===== src/rtl/fetch_unit.sv =====
// fetch_unit: RV32I instruction-fetch stage with one-outstanding imem requests, skid buffer and redirect handling
// Ports:
//   clk, rst                 clock, asynchronous active-high reset
//   stall, redirect          hazard hold of IF; taken branch/jump from EX
//   redirectPc               redirect target (low two bits ignored)
//   imemReq, imemAddr        single-cycle request strobe and address to the I-cache
//   imemRvalid, imemRdata    response strobe and word from the I-cache
//   instrF, pcF, pcPlus4F    instruction, its PC and PC+4 toward IF/ID
//   validF, bubbleF          real instruction present; flush request for IF/ID
module fetch_unit #(
    parameter logic [31:0] RESET_PC = 32'h0000_0000
) (
    input  logic        clk,
    input  logic        rst,
    input  logic        stall,
    input  logic        redirect,
    input  logic [31:0] redirectPc,
    output logic        imemReq,
    output logic [31:0] imemAddr,
    input  logic        imemRvalid,
    input  logic [31:0] imemRdata,
    output logic [31:0] instrF,
    output logic [31:0] pcF,
    output logic [31:0] pcPlus4F,
    output logic        validF,
    output logic        bubbleF
);
    logic [31:0] next_pc_q, next_pc_d, req_pc_q, req_pc_d;
    logic [31:0] buf_instr_q, buf_instr_d, buf_pc_q, buf_pc_d, target;
    logic        outstanding_q, outstanding_d, discard_q, discard_d;
    logic        buf_valid_q, buf_valid_d;
    logic        resp_now, live_resp, slot_free, capture, consume;
    always_comb begin
        target        = redirectPc & 32'hFFFF_FFFC;
        resp_now      = outstanding_q & imemRvalid;
        live_resp     = resp_now & !discard_q;
        slot_free     = !outstanding_q | resp_now;
        validF        = !redirect & (buf_valid_q | live_resp);
        instrF        = buf_valid_q ? buf_instr_q : imemRdata;
        pcF           = buf_valid_q ? buf_pc_q : req_pc_q;
        pcPlus4F      = pcF + 32'd4;
        // rst gating keeps the request strobe and flush quiet while reset is held
        bubbleF       = !rst & !validF & !stall;
        // a redirect drops the buffer and any live response, so stall cannot block it
        imemReq       = !rst & slot_free & (redirect | !(stall & (buf_valid_q | live_resp)));
        imemAddr      = redirect ? target : next_pc_q;
        consume       = validF & !stall;
        capture       = live_resp & stall & !buf_valid_q & !redirect;
        next_pc_d     = imemReq ? imemAddr + 32'd4 : (redirect ? target : next_pc_q);
        req_pc_d      = imemReq ? imemAddr : req_pc_q;
        outstanding_d = imemReq | (outstanding_q & !resp_now);
        // a redirect with a response still pending marks that response stale
        discard_d     = !resp_now & (discard_q | (redirect & outstanding_q));
        buf_valid_d   = redirect ? 1'b0 : capture ? 1'b1 : consume ? 1'b0 : buf_valid_q;
        buf_instr_d   = capture ? imemRdata : buf_instr_q;
        buf_pc_d      = capture ? req_pc_q : buf_pc_q;
    end
    always_ff @(posedge clk or posedge rst) begin
        if (rst) begin
            next_pc_q     <= RESET_PC;
            req_pc_q      <= 32'h0;
            outstanding_q <= 1'b0;
            discard_q     <= 1'b0;
            buf_valid_q   <= 1'b0;
            buf_instr_q   <= 32'h0;
            buf_pc_q      <= 32'h0;
        end else begin
            next_pc_q     <= next_pc_d;
            req_pc_q      <= req_pc_d;
            outstanding_q <= outstanding_d;
            discard_q     <= discard_d;
            buf_valid_q   <= buf_valid_d;
            buf_instr_q   <= buf_instr_d;
            buf_pc_q      <= buf_pc_d;
        end
    end
endmodule


===== config.mk =====
export PLATFORM = sky130hd
export DESIGN_NAME = fetch_unit
export DESIGN_NICKNAME = d
export VERILOG_FILES = /design/src/rtl/fetch_unit.sv
export SDC_FILE = /design/constraint.sdc
export NUM_CORES = 1
export LEC_CHECK = 0
export CAP_MARGIN = 20
export CELL_PAD_IN_SITES_DETAIL_PLACEMENT = 1
export CELL_PAD_IN_SITES_GLOBAL_PLACEMENT = 2
export CORE_UTILIZATION = 40
export CTS_CLUSTER_SIZE = 24
export DETAILED_ROUTE_END_ITERATION = 10
export DONT_BUFFER_PORTS = 1
export HOLD_SLACK_MARGIN = 0.05
export PLACE_DENSITY = 0.86
export SLEW_MARGIN = 15
export SYNTH_ARGS = -nofsm -noshare
export SYNTH_HDL_FRONTEND = slang
export SYNTH_SLANG_ARGS = --single-unit

===== constraint.sdc =====
create_clock -name clk -period 6.94 [get_ports clk]
set_input_delay 0.347 -clock clk [delete_from_list [all_inputs] [get_ports clk]]
set_output_delay 0.347 -clock clk [all_outputs]
set_load 0.05 [all_outputs]

==> metrics.yaml <==
cts_setup_buffers: 0
hold_viol_final: 0
dr.pass1.iters: 7
utilization: 0.456
syn_avg_cell_area_um2: 11.8
cts_tree: "built"
fin_nets: 706
grt_pass1_wl_mm: 30.3
min_to: "buf_instr_q[4]$_DFFE_PP0P_"
clock_latency_ps: 420
antenna_found_initial: 0
failed_checks: "design-rule violations"
grt_max_degree: 87
std_cell_rows: 49
ir_drop_mv: 0.172
worst-r2r-cell-count: 7
die_h_um: 138
ctsHoldBuffers: 2
outcome: "finished, violations left"
drive_gt1_frac: 0.363
yosysWarnings: 0
start_kind: "flip-flop"
clock-root-buffer: "clkbuf_16"
slew_headroom: 0.227
route.detailed.drc: 36
cts_sinks: 131
final.setup_skew_ps: 9.06
rr_endpoint: "next_pc_q[6]$_DFF_PP0_"
num_io_pins: 200
p_per_area_nw_per_um2: 361
min_path_type: "primary input to flip-flop"
slew_violations: 0
fp.coreArea_um2: 18100
dp_hpwl_mm: 13.5
finalSetupViolCount: 0
final_cell_mix: "mux2_2, dfrtp_1, nand2_1, xnor2_1, inv_1"
setup.worst_path.end_class: "output port"
cts.clk_slew.worst_paths_ps: 60
rsz0062_at_grt: "false"
start_util: 0.412
final_antenna_net_count: 0
critPathMaxFanout: 7
port_buffers: 0
synth-main-ff-cell: "dfrtp_1"
criticalPathCategory: "flip-flop to output port"
vias: 4932
hold_path_depth: 1
synth_cells: 634
crit_arrival_ps: 4250
drtIter0Drc: 191
clock_path_buffers: 2
r2r-start: "buf_valid_q$_DFFE_PP0P_"
fin_crit_ps: 4600
synth_edf_count: 0
synth_seq_cells: 131
async_flop_share: 1.00
cts_resized: 0
worst_pin_slew_ps: 1150
die_width_um: 138
ys_types: 54
cts_buffers: 17
tns_ps: 0
htreeDepth: 4
grt_pass1_vias: 5477
final_common_cell: "mux2_2"
critical_path_required_ps: 6590
grt_usage: 0.202
die_area_um2: 19200
min_from: "imemRdata[4]"
antenna_cells: 0
syn2layout_area_growth_pct: 10.8
synth_fp_nets: 705
grt.overflow.total: 0
p_total_w: 0.00298
fmax_mhz: 217
syn_area_um2: 7450
gp_congestion: 0.805
wl_per_cell_um: 21.2
leakage_nw: 3.53
r2r_slack_ps: 3650
ys_seq_area_frac: 0.440
viasPerCell: 5.62
maxCapViolations: 0
min_period_over_period: 0.663
wl_mm: 18.6
logic make-up (layout without fill, tap and decap cells):
| group | after synthesis | count (layout) | synth area share |
|---|---|---|---|
| buffers and inverters | 65 | 79 | 0.0459 |
| XOR/XNOR | 55 | 55 | 0.0647 |
| multiplexers | 165 | 165 | 0.247 |
| AND/OR/NAND/NOR | 157 | 157 | 0.140 |
| AO/OA/AOI/OAI | 59 | 59 | 0.0591 |
| adder cells (fa/ha/maj) | 2 | 2 | 0.00336 |
| flip-flops | 131 | 131 | 0.440 |
report_power, final:
| part | switching, W | internal, W |
|---|---|---|
| Clock | 0.000337 | 0.000572 |
| Combinational | 0.000684 | 0.000269 |
| Sequential | 0.000156 | 0.000960 |
| Total | 0.00118 | 0.00180 |
area by class of cell:
class / count / area (um2)
Multi-Input combinational cell: 438 / 3830
Timing Repair Buffer: 18 / 140
Fill cell: 1903 / 9830
Inverter: 29 / 114
Tap cell: 229 / 287
Clock buffer: 18 / 439
Sequential cell: 131 / 3280
Clock inverter: 14 / 161
sequential cells by signal, indices dropped and copies added, names as in the netlist:
name           flops
next_pc_q         32
req_pc_q          32
outstanding_q      1
discard_q          1
buf_pc_q          32
buf_valid_q        1
buf_instr_q       32
layer usage:
metal | track usage | routed length, um | part of all wire | up-vias
met5 | 0 | 0 | 0 | -
met4 | 0.0710 | 298 | 0.016 | 0
met3 | 0.0672 | 1400 | 0.076 | 22
met2 | 0.324 | 8650 | 0.47 | 171
met1 | 0.255 | 8200 | 0.44 | 2492
li1 | - | - | - | 2247
cell usage after synthesis, types with 6 or more instances:
cell	number	area share
nor2_1	18	0.0091
nor3_1	10	0.0067
inv_1	28	0.014
nor4_2	8	0.013
xor2_1	22	0.026
o21ai_0	19	0.013
a31oi_1	6	0.0050
nand4_1	8	0.0067
buf_6	6	0.0091
a21oi_1	11	0.0074
a32o_1	7	0.0094
mux2i_1	16	0.021
nand2_1	53	0.027
dfrtp_1	131	0.44
buf_2	18	0.012
buf_4	8	0.0081
mux2_2	148	0.22
nand3_1	12	0.0081
nor2b_1	12	0.010
nand2b_1	6	0.0050
xnor2_1	33	0.039
how the worst max path moves through the flow:
stage               cells after the start           end  slack [ps]               startpoint
detailed placement                      9  pcPlus4F[22]        2750  buf_valid_q$_DFFE_PP0P_
finish                                  9  pcPlus4F[22]        2340  buf_valid_q$_DFFE_PP0P_
global placement                        9  pcPlus4F[22]        2830  buf_valid_q$_DFFE_PP0P_
CTS                                     9  pcPlus4F[22]        2300  buf_valid_q$_DFFE_PP0P_
floorplan                              14  pcPlus4F[22]        2550  buf_valid_q$_DFFE_PP0P_
global route                            9  pcPlus4F[22]        2130  buf_valid_q$_DFFE_PP0P_
critical path, stage by stage (launching register included):
cell and delay, ps:
dfrtp_4 510, nand2b_1 150, and2_1 310, inv_1 430, ha_1 350, nand4_1 170, a221oi_2 510, nand3_2 270
nor4b_2 300, xor2_1 830
per-stage QoR:
step / instances / setup slack (ps) / instance area [um2] / hold slack [ps]
2_1_floorplan: 634 / 2550 / 7450 / 437
3_3_place_gp: 842 / 2830 / 7620 / 310
3_5_place_dp: 843 / 2750 / 7630 / 316
4_1_cts: 877 / 2300 / 8250 / 60.3
5_1_grt: 877 / 2130 / 8250 / 59.9
6_report: 877 / 2340 / 8250 / 78.9
(Power assumes the default switching activity.)
